**config.mk**
```make
export PLATFORM = sky130hd
export DESIGN_NAME = ps2_move_decoder
export DESIGN_NICKNAME = d
export VERILOG_FILES = /design/src/rtl/ps2_pkg.sv /design/src/rtl/ps2_move_decoder_axis_resolve.sv /design/src/rtl/ps2_move_decoder.sv
export SDC_FILE = /design/constraint.sdc
export NUM_CORES = 1
export LEC_CHECK = 0
export ABC_AREA = 1
export ABC_CLOCK_PERIOD_IN_PS = 2800
export CAP_MARGIN = 10
export CORE_UTILIZATION = 41
export CTS_CLUSTER_DIAMETER = 100
export CTS_CLUSTER_SIZE = 25
export DETAILED_ROUTE_END_ITERATION = 10
export GPL_ROUTABILITY_DRIVEN = 1
export PLACE_DENSITY = 0.73
export SLEW_MARGIN = 5
export SYNTH_ARGS = -nofsm -noshare
export SYNTH_HDL_FRONTEND = slang
export SYNTH_SLANG_ARGS = --single-unit
export TNS_END_PERCENT = 10
```
**constraint.sdc**
```tcl
create_clock -name clk22 -period 2.8 [get_ports clk22]
set_clock_uncertainty 0.2 [all_clocks]
set_input_delay 0.7 -clock clk22 [delete_from_list [all_inputs] [get_ports clk22]]
set_output_delay 0.7 -clock clk22 [all_outputs]
set_load 0.03 [all_outputs]
```
**src/rtl/ps2_pkg.sv**
```systemverilog
// rtl/ps2_pkg.sv - scan-code constants, FSM encoding and key decode shared by the PS/2 move decoder
package ps2_pkg;

    localparam logic [7:0] SC_E0      = 8'hE0;
    localparam logic [7:0] SC_F0      = 8'hF0;
    localparam logic [7:0] SC_AR_UP   = 8'h75;
    localparam logic [7:0] SC_AR_DOWN = 8'h72;
    localparam logic [7:0] SC_AR_LEFT = 8'h6B;
    localparam logic [7:0] SC_AR_RGHT = 8'h74;
    localparam logic [7:0] SC_W       = 8'h1D;
    localparam logic [7:0] SC_S       = 8'h1B;
    localparam logic [7:0] SC_A       = 8'h1C;
    localparam logic [7:0] SC_D       = 8'h23;
    localparam logic [7:0] SC_Z       = 8'h1A;

    localparam logic [1:0] ST_IDLE = 2'd0;
    localparam logic [1:0] ST_E0   = 2'd1;
    localparam logic [1:0] ST_F0   = 2'd2;
    localparam logic [1:0] ST_E0F0 = 2'd3;

    localparam int BTN_UP    = 3;
    localparam int BTN_DOWN  = 2;
    localparam int BTN_LEFT  = 1;
    localparam int BTN_RIGHT = 0;

    typedef enum logic [2:0] {
        KEY_NONE,
        KEY_UP,
        KEY_DOWN,
        KEY_LEFT,
        KEY_RIGHT,
        KEY_SHOOT
    } key_e;

    function automatic key_e decode_key(input logic [7:0] code, input logic ext);
        key_e k;
        k = KEY_NONE;
        if (ext) begin
            case (code)
                SC_AR_UP:   k = KEY_UP;
                SC_AR_DOWN: k = KEY_DOWN;
                SC_AR_LEFT: k = KEY_LEFT;
                SC_AR_RGHT: k = KEY_RIGHT;
                default:    k = KEY_NONE;
            endcase
        end else begin
            case (code)
                SC_W:    k = KEY_UP;
                SC_S:    k = KEY_DOWN;
                SC_A:    k = KEY_LEFT;
                SC_D:    k = KEY_RIGHT;
                SC_Z:    k = KEY_SHOOT;
                default: k = KEY_NONE;
            endcase
        end
        return k;
    endfunction

endpackage

```
**src/rtl/ps2_move_decoder_axis_resolve.sv**
```systemverilog
// rtl/ps2_move_decoder_axis_resolve.sv - collapses one axis' held pair into a 2-bit code, never 2'b11
module axis_resolve (
    input  logic       pos_act,
    input  logic       neg_act,
    input  logic       last_pos,
    output logic [1:0] axis
);

    always_comb begin
        axis = 2'b00;
        if (pos_act && neg_act)
            axis = last_pos ? 2'b10 : 2'b01;
        else if (pos_act)
            axis = 2'b10;
        else if (neg_act)
            axis = 2'b01;
    end

endmodule

```
**src/rtl/ps2_move_decoder.sv**
```systemverilog
// rtl/ps2_move_decoder.sv - PS/2 scan-code stream to movement vector and shoot level
module ps2_move_decoder
    import ps2_pkg::*;
#(
    parameter int PREFIX_TIMEOUT = 4
) (
    input  logic       clk22,
    input  logic       rst,
    input  logic       gameover,
    input  logic [7:0] byte_data,
    input  logic       byte_valid,
    output logic       byte_ready,
    output logic [3:0] btnstate,
    output logic       shoot,
    output logic       proto_err
);

    localparam int CW = $clog2(PREFIX_TIMEOUT + 1);

    logic [1:0]    state;
    logic [1:0]    nxt_state;
    logic [CW-1:0] tcnt;
    logic [3:0]    arrow;
    logic [3:0]    wasd;
    logic          shoot_held;
    logic          last_v;
    logic          last_h;

    logic          xfer;
    logic          act_make;
    logic          act_break;
    logic          act_ext;
    logic          byte_err;
    key_e          key;
    logic [1:0]    key_idx;
    logic          key_dir;
    logic          key_was_held;
    logic [1:0]    v_code;
    logic [1:0]    h_code;

    assign xfer = byte_valid && byte_ready;

    always_comb begin
        nxt_state = state;
        act_make  = 1'b0;
        act_break = 1'b0;
        act_ext   = 1'b0;
        byte_err  = 1'b0;
        if (xfer) begin
            case (state)
                ST_IDLE: begin
                    if (byte_data == SC_E0)
                        nxt_state = ST_E0;
                    else if (byte_data == SC_F0)
                        nxt_state = ST_F0;
                    else
                        act_make = 1'b1;
                end
                ST_E0: begin
                    if (byte_data == SC_F0) begin
                        nxt_state = ST_E0F0;
                    end else if (byte_data == SC_E0) begin
                        byte_err = 1'b1;
                    end else begin
                        act_make  = 1'b1;
                        act_ext   = 1'b1;
                        nxt_state = ST_IDLE;
                    end
                end
                default: begin
                    nxt_state = ST_IDLE;
                    if (byte_data == SC_E0 || byte_data == SC_F0) begin
                        byte_err = 1'b1;
                    end else begin
                        act_break = 1'b1;
                        act_ext   = (state == ST_E0F0);
                    end
                end
            endcase
        end
    end

    always_comb begin
        key          = decode_key(byte_data, act_ext);
        key_dir      = 1'b1;
        key_idx      = 2'(BTN_UP);
        case (key)
            KEY_UP:    key_idx = 2'(BTN_UP);
            KEY_DOWN:  key_idx = 2'(BTN_DOWN);
            KEY_LEFT:  key_idx = 2'(BTN_LEFT);
            KEY_RIGHT: key_idx = 2'(BTN_RIGHT);
            default:   key_dir = 1'b0;
        endcase
        key_was_held = act_ext ? arrow[key_idx] : wasd[key_idx];
    end

    axis_resolve u_axis_v (
        .pos_act (arrow[BTN_UP]   | wasd[BTN_UP]),
        .neg_act (arrow[BTN_DOWN] | wasd[BTN_DOWN]),
        .last_pos(last_v),
        .axis    (v_code)
    );

    axis_resolve u_axis_h (
        .pos_act (arrow[BTN_LEFT]  | wasd[BTN_LEFT]),
        .neg_act (arrow[BTN_RIGHT] | wasd[BTN_RIGHT]),
        .last_pos(last_h),
        .axis    (h_code)
    );

    always_ff @(posedge clk22) begin
        if (rst) begin
            byte_ready <= 1'b0;
            btnstate   <= 4'b0000;
            shoot      <= 1'b0;
            proto_err  <= 1'b0;
            state      <= ST_IDLE;
            tcnt       <= '0;
            arrow      <= 4'b0000;
            wasd       <= 4'b0000;
            shoot_held <= 1'b0;
            last_v     <= 1'b1;
            last_h     <= 1'b1;
        end else begin
            byte_ready <= 1'b1;
            proto_err  <= 1'b0;
            if (gameover) begin
                // Bytes keep draining while the game is over; they never touch held state.
                btnstate   <= 4'b0000;
                shoot      <= 1'b0;
                state      <= ST_IDLE;
                tcnt       <= '0;
                arrow      <= 4'b0000;
                wasd       <= 4'b0000;
                shoot_held <= 1'b0;
            end else begin
                btnstate <= {v_code, h_code};
                shoot    <= shoot_held;
                if (xfer) begin
                    tcnt      <= '0;
                    state     <= nxt_state;
                    proto_err <= byte_err;
                    if (act_make && key == KEY_SHOOT)
                        shoot_held <= 1'b1;
                    if (act_break && key == KEY_SHOOT)
                        shoot_held <= 1'b0;
                    if (act_make && key_dir) begin
                        if (act_ext)
                            arrow[key_idx] <= 1'b1;
                        else
                            wasd[key_idx] <= 1'b1;
                        // Only a fresh press claims priority; typematic repeats leave it alone.
                        if (!key_was_held) begin
                            if (key == KEY_UP)    last_v <= 1'b1;
                            if (key == KEY_DOWN)  last_v <= 1'b0;
                            if (key == KEY_LEFT)  last_h <= 1'b1;
                            if (key == KEY_RIGHT) last_h <= 1'b0;
                        end
                    end
                    if (act_break && key_dir) begin
                        if (act_ext)
                            arrow[key_idx] <= 1'b0;
                        else
                            wasd[key_idx] <= 1'b0;
                    end
                end else if (state != ST_IDLE) begin
                    if (tcnt == CW'(PREFIX_TIMEOUT - 1)) begin
                        state     <= ST_IDLE;
                        tcnt      <= '0;
                        proto_err <= 1'b1;
                    end else begin
                        tcnt <= tcnt + 1'b1;
                    end
                end else begin
                    tcnt <= '0;
                end
            end
        end
    end

endmodule

```
Yosys cells after proc, flatten, opt, wreduce, memory -nomap -nowiden
Cells that the tools add are included.

word-level totals
  input port bits = 12
  register bits after elaboration = 23
  output and inout port bits = 7
  word-level logic and storage cells = 139

cells by class
  $lt $le $gt $ge = 2
  equality and inequality tests = 21
  add/sub/neg operators = 1
  muxes and demuxes = 68
  reductions and logical operators = 24
  bitwise operators = 12

operators by type and width
  cell                                           count
  two-way mux 4 bit                              14
  == test 8 x 5 -> 1 bit, second input constant  4
  == test 8 x 7 -> 1 bit, second input constant  4
  two-way mux 1 bit                              30
  two-way mux 2 bit                              13
  == test 8 bit, second input constant           2
  one-hot mux 3 bit (5 select lines)             1
  one-hot mux 3 bit (4 select lines)             1
  nonzero test 2 bit                             6
  AND reduction 5 bit                            2
  == test 3 x 2 -> 1 bit, second input constant  3
  bitwise AND 4 bit                              2
  == test 8 x 6 -> 1 bit, second input constant  1
  logical AND 1 bit                              8
  inequality test 4 bit, second input constant   2
  bitwise OR 4 bit                               2
  == test 3 bit, second input constant           2
  one-hot mux 1 bit (2 select lines)             3
  one-hot mux 2 bit (3 select lines)             1
  OR reduction 5 bit                             1
  binary-select mux 1 bit (select 2 bit)         2
  inverter 4 bit                                 1
  bitwise OR 1 bit                               4
  one-hot mux 2 bit (2 select lines)             1
  15 further kinds                               18

Logic depth before layout (Yosys ltp)
Gate-level depths: netlist of the first run.

  depth after elaboration = 21
  gate-level depth with buffers = 18
  gate-level depth less buffers = 18

Cells and area by module
From an unflattened synthesis of the first run, not the netlist that was laid out.

unflattened totals
  cells, all modules = 255
  area, all modules = 1592.8 µm²

by module, submodules not included
  module            area each (µm²)  cells an instance  instances  sequential area each (µm²)
  ps2_move_decoder  1550.2           245                1          460.4
  axis_resolve      21.3             5                  2          0.0

Worst setup path after synthesis of the first run
OpenSTA, ideal clock, no wires.

  kind = input -> register
  start point = input port byte_valid
  end point = register last_v
  data arrival time = 1.989 ns
  library setup time = 0.112 ns
  slack = 0.500 ns
  data required time = 2.488 ns
  buffers on the path = 1
  stages = 14
  cells stage by stage = nand2_1 -> nor2_4 -> nand3_2 -> buf_6 -> nand2_4 -> nand2_4 -> nor2_4 -> nand2_2 -> nand2_4 -> nand2_4 -> nor2_4 -> nand3_1 -> nand2_1 -> nand2_1

between the ends
  cells in the longest elaborated chain, start to end = 10
  elaborated cells between the ends (all ways) = 21
  classes of those cells = eq/ne (4); mux (11); bitwise (1); reduce/logical (5)

RTL lines
  what                                     line                     source
  start, declared                          ps2_move_decoder.sv:11   input logic byte_valid,
  logical AND 1 bit *                      ps2_move_decoder.sv:41   assign xfer = byte_valid && byte_ready;
  two-way mux 1 bit                        ps2_move_decoder.sv:49   if (xfer) begin
  two-way mux 3 bit                        ps2_pkg.sv:38            if (ext) begin
  == test 3 bit (tied with other cells)    ps2_move_decoder.sv:87   case (key)
  one-hot mux 2 bit (3 select lines)       ps2_move_decoder.sv:87
  binary-select mux 1 bit (select 2 bit)   ps2_move_decoder.sv:94   key_was_held = act_ext ? arrow[key_idx] : wasd[key_idx];
  two-way mux 1 bit (implied by the code)  ps2_move_decoder.sv:94
  two-way mux 1 bit                        ps2_move_decoder.sv:94
  inverter 1 bit (no source line)          --
  AND reduction 5 bit (no source line)     --
  end signal, assigned                     ps2_move_decoder.sv:122  last_v <= 1'b1;
  end signal, assigned                     ps2_move_decoder.sv:154  if (key == KEY_UP) last_v <= 1'b1;
  end signal, assigned                     ps2_move_decoder.sv:155  if (key == KEY_DOWN) last_v <= 1'b0;
  end, declared                            ps2_move_decoder.sv:26   logic last_v;

Mark *: on every way between the ends. The rest lies on a longest branch, timed or not. The select of a mux whose other input is x is not followed.
A chain may end at the register's enable or synchronous reset.

Worst setup path after layout of the first run
  start point = input port byte_data[2]
  end point = register wasd[2]

between the ends
  cells in the longest elaborated chain, start to end = 21
  elaborated cells between the ends (all ways) = 51
  classes of those cells = order compare (2); eq/ne (15); mux (26); bitwise (3); reduce/logical (5)

RTL lines
  what                                                            line                                            source
  start, declared                                                 ps2_move_decoder.sv:10                          input logic [7:0] byte_data,
  == test 8 bit (on tied branches)                                --
  two-way mux 1 bit / logical OR 1 bit (equally long branches)    ps2_move_decoder.sv:62, ps2_move_decoder.sv:72
  two-way mux 1 bit (on tied branches)                            ps2_move_decoder.sv:60, ps2_move_decoder.sv:72
  one-hot mux 1 bit (2 select lines)                              ps2_move_decoder.sv:50                          case (state)
  two-way mux 1 bit                                               ps2_move_decoder.sv:49
  two-way mux 3 bit                                               ps2_pkg.sv:38
  == test 3 bit / == test 3 x 2 -> 1 bit (equally long branches)  ps2_move_decoder.sv:87
  one-hot mux 2 bit (3 select lines)                              ps2_move_decoder.sv:87
  [5 not listed]                                                  --
  two-way mux 4 bit                                               ps2_move_decoder.sv:148                         if (act_ext)
  two-way mux 4 bit                                               ps2_move_decoder.sv:147                         if (act_make && key_dir) begin
  two-way mux 4 bit                                               ps2_move_decoder.sv:139                         if (xfer) begin
  two-way mux 4 bit                                               ps2_move_decoder.sv:127                         if (gameover) begin
  two-way mux 4 bit                                               ps2_move_decoder.sv:112                         if (rst) begin
  bitwise AND 4 bit (no source line)                              --
  two-way mux 4 bit                                               ps2_move_decoder.sv:161                         if (act_ext)
  two-way mux 4 bit *                                             ps2_move_decoder.sv:160                         if (act_break && key_dir) begin
  end signal, assigned                                            ps2_move_decoder.sv:120                         wasd <= 4'b0000;
  end signal, assigned                                            ps2_move_decoder.sv:134                         wasd <= 4'b0000;
  end signal, assigned by index                                   ps2_move_decoder.sv:164                         wasd[key_idx] <= 1'b0;
  end, declared                                                   ps2_move_decoder.sv:24                          logic [3:0] wasd;

Marked as above.

==> results.md, run 1 <==
* Outcome: complete, no violations
* Max VDD drop at about 230 uV
* Ys async rst share at 0%
* Post-place setup slack at -0.1537 ns
* Drt first pass iters at 4
* Synth cell types at 22
* Most common cell in the netlist: nand2_1
* Fin crit share at a little over nine tenths
* Initial drt markers at a little under 90
* Sequential area share after synthesis at 28.37%
* Total Routing Usage GR at 18.88%
* Max Clk Rate at 0.3810 GHz
* CTS Hold Buffers Added at 0
* Per-cell routed wire length at 10.01 um
* Reg2reg path depth at 13
* CTS sink count at 23
* Core area at 3716 sq um
* Share of cells above drive strength 1 at between 20% and 30%
* EDFF count, synth at 0
* Crit. End Element: flip-flop
* Layout overhead on the synthesized area at 30.53%
* Clock buffer depth at 2
* Fin worst setup slack at 0.1751 ns
* # Max-Cap Violations at 0
* Pin count of the biggest net entering global routing at 13
* Vias in the first global route at 1,559
* Row count at 22
* CTS Root Buffer Type: clkbuf_8
* Initial antenna violation count at 0
* Cell count after synthesis at roughly 260
* H-tree Lvls at 1
* Worst-Margin Slew at between 0.3 and 0.4 ns
* Final Setup Violations at 0
* Dominant cell type by area after synthesis: dfxtp_1
* # nets final at 323
* Post-synth top cells: nand2_1 (66), nor2_1 (44), inv_1 (38)
* CTS Buf Count at 3
* Netlist Area Pre-Place at 1623 sq um
* Ys flop type: dfxtp_1
* Hold WC Path Type: reg -> reg
* Clock slew seen by the registers of the worst setup and hold paths at 0.07 ns
* Hold Slack at approximately 0.23 ns
* Clock insertion delay at the later pin of the skew report at approximately 0.26 ns
* Post-route DRC violation count at 0
* RSZ-0062 raised after global routing: no
* PortBufs at 18
* Initial core utilization at between 40% and 50%
* Die Ht at 64.92 um
* Startpoint Class: input pin
* Die X at 64.92 um
* Fillers at about 380
* Syn_area_per_cell at 6.147 sq um
* Power density over cell area at 287.3 nW/um^2
* Worst Hold Path Cells at 1
* Slew Limit Fails at 0
* Final Hold Viols at 0
* Warnings, synthesis at 0
* Post-Route WL at 3562 um
* I/O pin count at 19
* Worst relative slew slack at a little under 80%
* Syn nets at 278
* P_leak at 1.000 nW
* Final ANT Viol Nets at 0
* Vias/cell at 4.705
* DPL Wire Length at 2955 um
* Synth top area cells: dfxtp_1 (28%), nand2_1 (15%), nor2_1 (10%)
* CTS tree: done
* Global route overflow at 0
* Vias at 1,675
* Worst reg-to-reg setup slack at 0.84 ns
* Setup TNS at 0 ns
* Critical Path AT at 2.61 ns
* Top-area cell type share of the netlist area at 28.37%
* Crit Path Class: in -> reg
* Final Core Density at 57.00%
* Crit path required time at 2.79 ns
* First-pass GRT wire length at around 6300 um
* Die outline area at around 4200 sq um
* GPL Wtd Cong at 0.8902
* Crit-path max FO at 7
* Post-layout minimum cycle time at between 2 and 3 ns
* Yosys reg bits at 23
* Antenna cell count at 0
-- area by class of cell --
class                           instances  area (sq um)  share of cell area (%)
Clock buffer                            4         45.04                   2.126
Inverter                               46         172.7                   8.151
Multi-Input combinational cell        193          1005                   47.43
Sequential cell                        23         460.4                   21.74
Tap cell                               48         60.06                   2.835
Timing Repair Buffer                   42         375.4                   17.72
-- per-layer routing --
layer  global-route usage [%]  wire [um]  vias to the layer above
met2                    32.94       1685                       27
met1                    24.63       1721                      741
met5                        0          0                        -
li1                         -          -                      905
met3                    3.169        142                        2
met4                    2.500         13                        0
-- layout by cell type, fill, tap and decap left out, types with 8 or more instances in the layout --
cell,synthesis,routed
o21ai_0,15,15
buf_4,0,24
nand3_1,19,19
nand2_1,66,65
inv_1,38,38
nor2_1,44,39
nand2_2,10,11
clkdlybuf4s50_1,0,12
inv_2,8,8
dfxtp_1,23,23
a21oi_1,13,11
-- power by group --
| group | switching [W] | internal (W) | leakage (nW) |
|---|---|---|---|
| clock | 0.0000926 | 0.000101 | 0.0228 |
| combinational | 0.0000481 | 0.0000385 | 0.792 |
| sequential | 0.000000438 | 0.000328 | 0.186 |
| total | 0.000141 | 0.000467 | 1.00 |
-- cells by family after synthesis --
| kind of cell | Yosys count | synth area share, % |
|---|---|---|
| AND/OR/NAND/NOR | 158 | 47.26 |
| buffers and inverters | 48 | 11.57 |
| AO/OA/AOI/OAI | 33 | 11.26 |
| flip-flops | 23 | 28.37 |
| adder cells (fa/ha/maj) | 2 | 1.542 |
-- state kept, by name (all words and copies together) (netlist names) --
name        flops
last_h          1
arrow           4
btnstate        4
byte_ready      1
state           2
last_v          1
wasd            4
tcnt            3
proto_err       1
shoot_held      1
shoot           1
-- through the flow --
step	cells	total power (W)	instance area [sq um]
after floorplan	264	0.0003777	1623
after global routing	356	0.0006379	2118
after detailed placement	351	0.0004202	2021
final	356	0.0006086	2118
after global placement	351	0.0004193	2021
after CTS	355	0.0006161	2066
-- timing repair --
item	CTS	global route
buffers inserted	0	1
setup endpoints to repair	0	10
resized for setup	0	15
endpoints found under the hold margin	0	0
-- worst paths after layout --
kind / from / to
setup / recovery: byte_data[2] / wasd[2]$_SDFFE_PP0P_
hold / removal: tcnt[0]$_SDFF_PP0_ / tcnt[0]$_SDFF_PP0_
setup reg to reg: byte_ready$_DFF_P_ / wasd[2]$_SDFFE_PP0P_
hold reg to reg: tcnt[0]$_SDFF_PP0_ / tcnt[0]$_SDFF_PP0_
-- worst max-delay path, stage by stage --
cell             delay (ns)
clkdlybuf4s50_1        0.43
inv_2                  0.07
nand2_2                0.09
nor2_4                 0.17
nand2_2                0.09
nand3_4                0.10
nand2_1                0.11
nand2_4                0.13
nand2_4                0.07
nand2_2                0.09
inv_2                  0.06
nand2_4                0.06
nand2_4                0.07
nor2_4                 0.16
nand2_1                0.07
a21oi_1                0.13
No activity file was read; power rests on OpenSTA's default activity.
==> inputs of run 2 (changes only) <==
CAP_MARGIN = 20   (was 10)
==> results of run 2 <==
No change in the layout: final DEF, timing and power equal those of run 1.
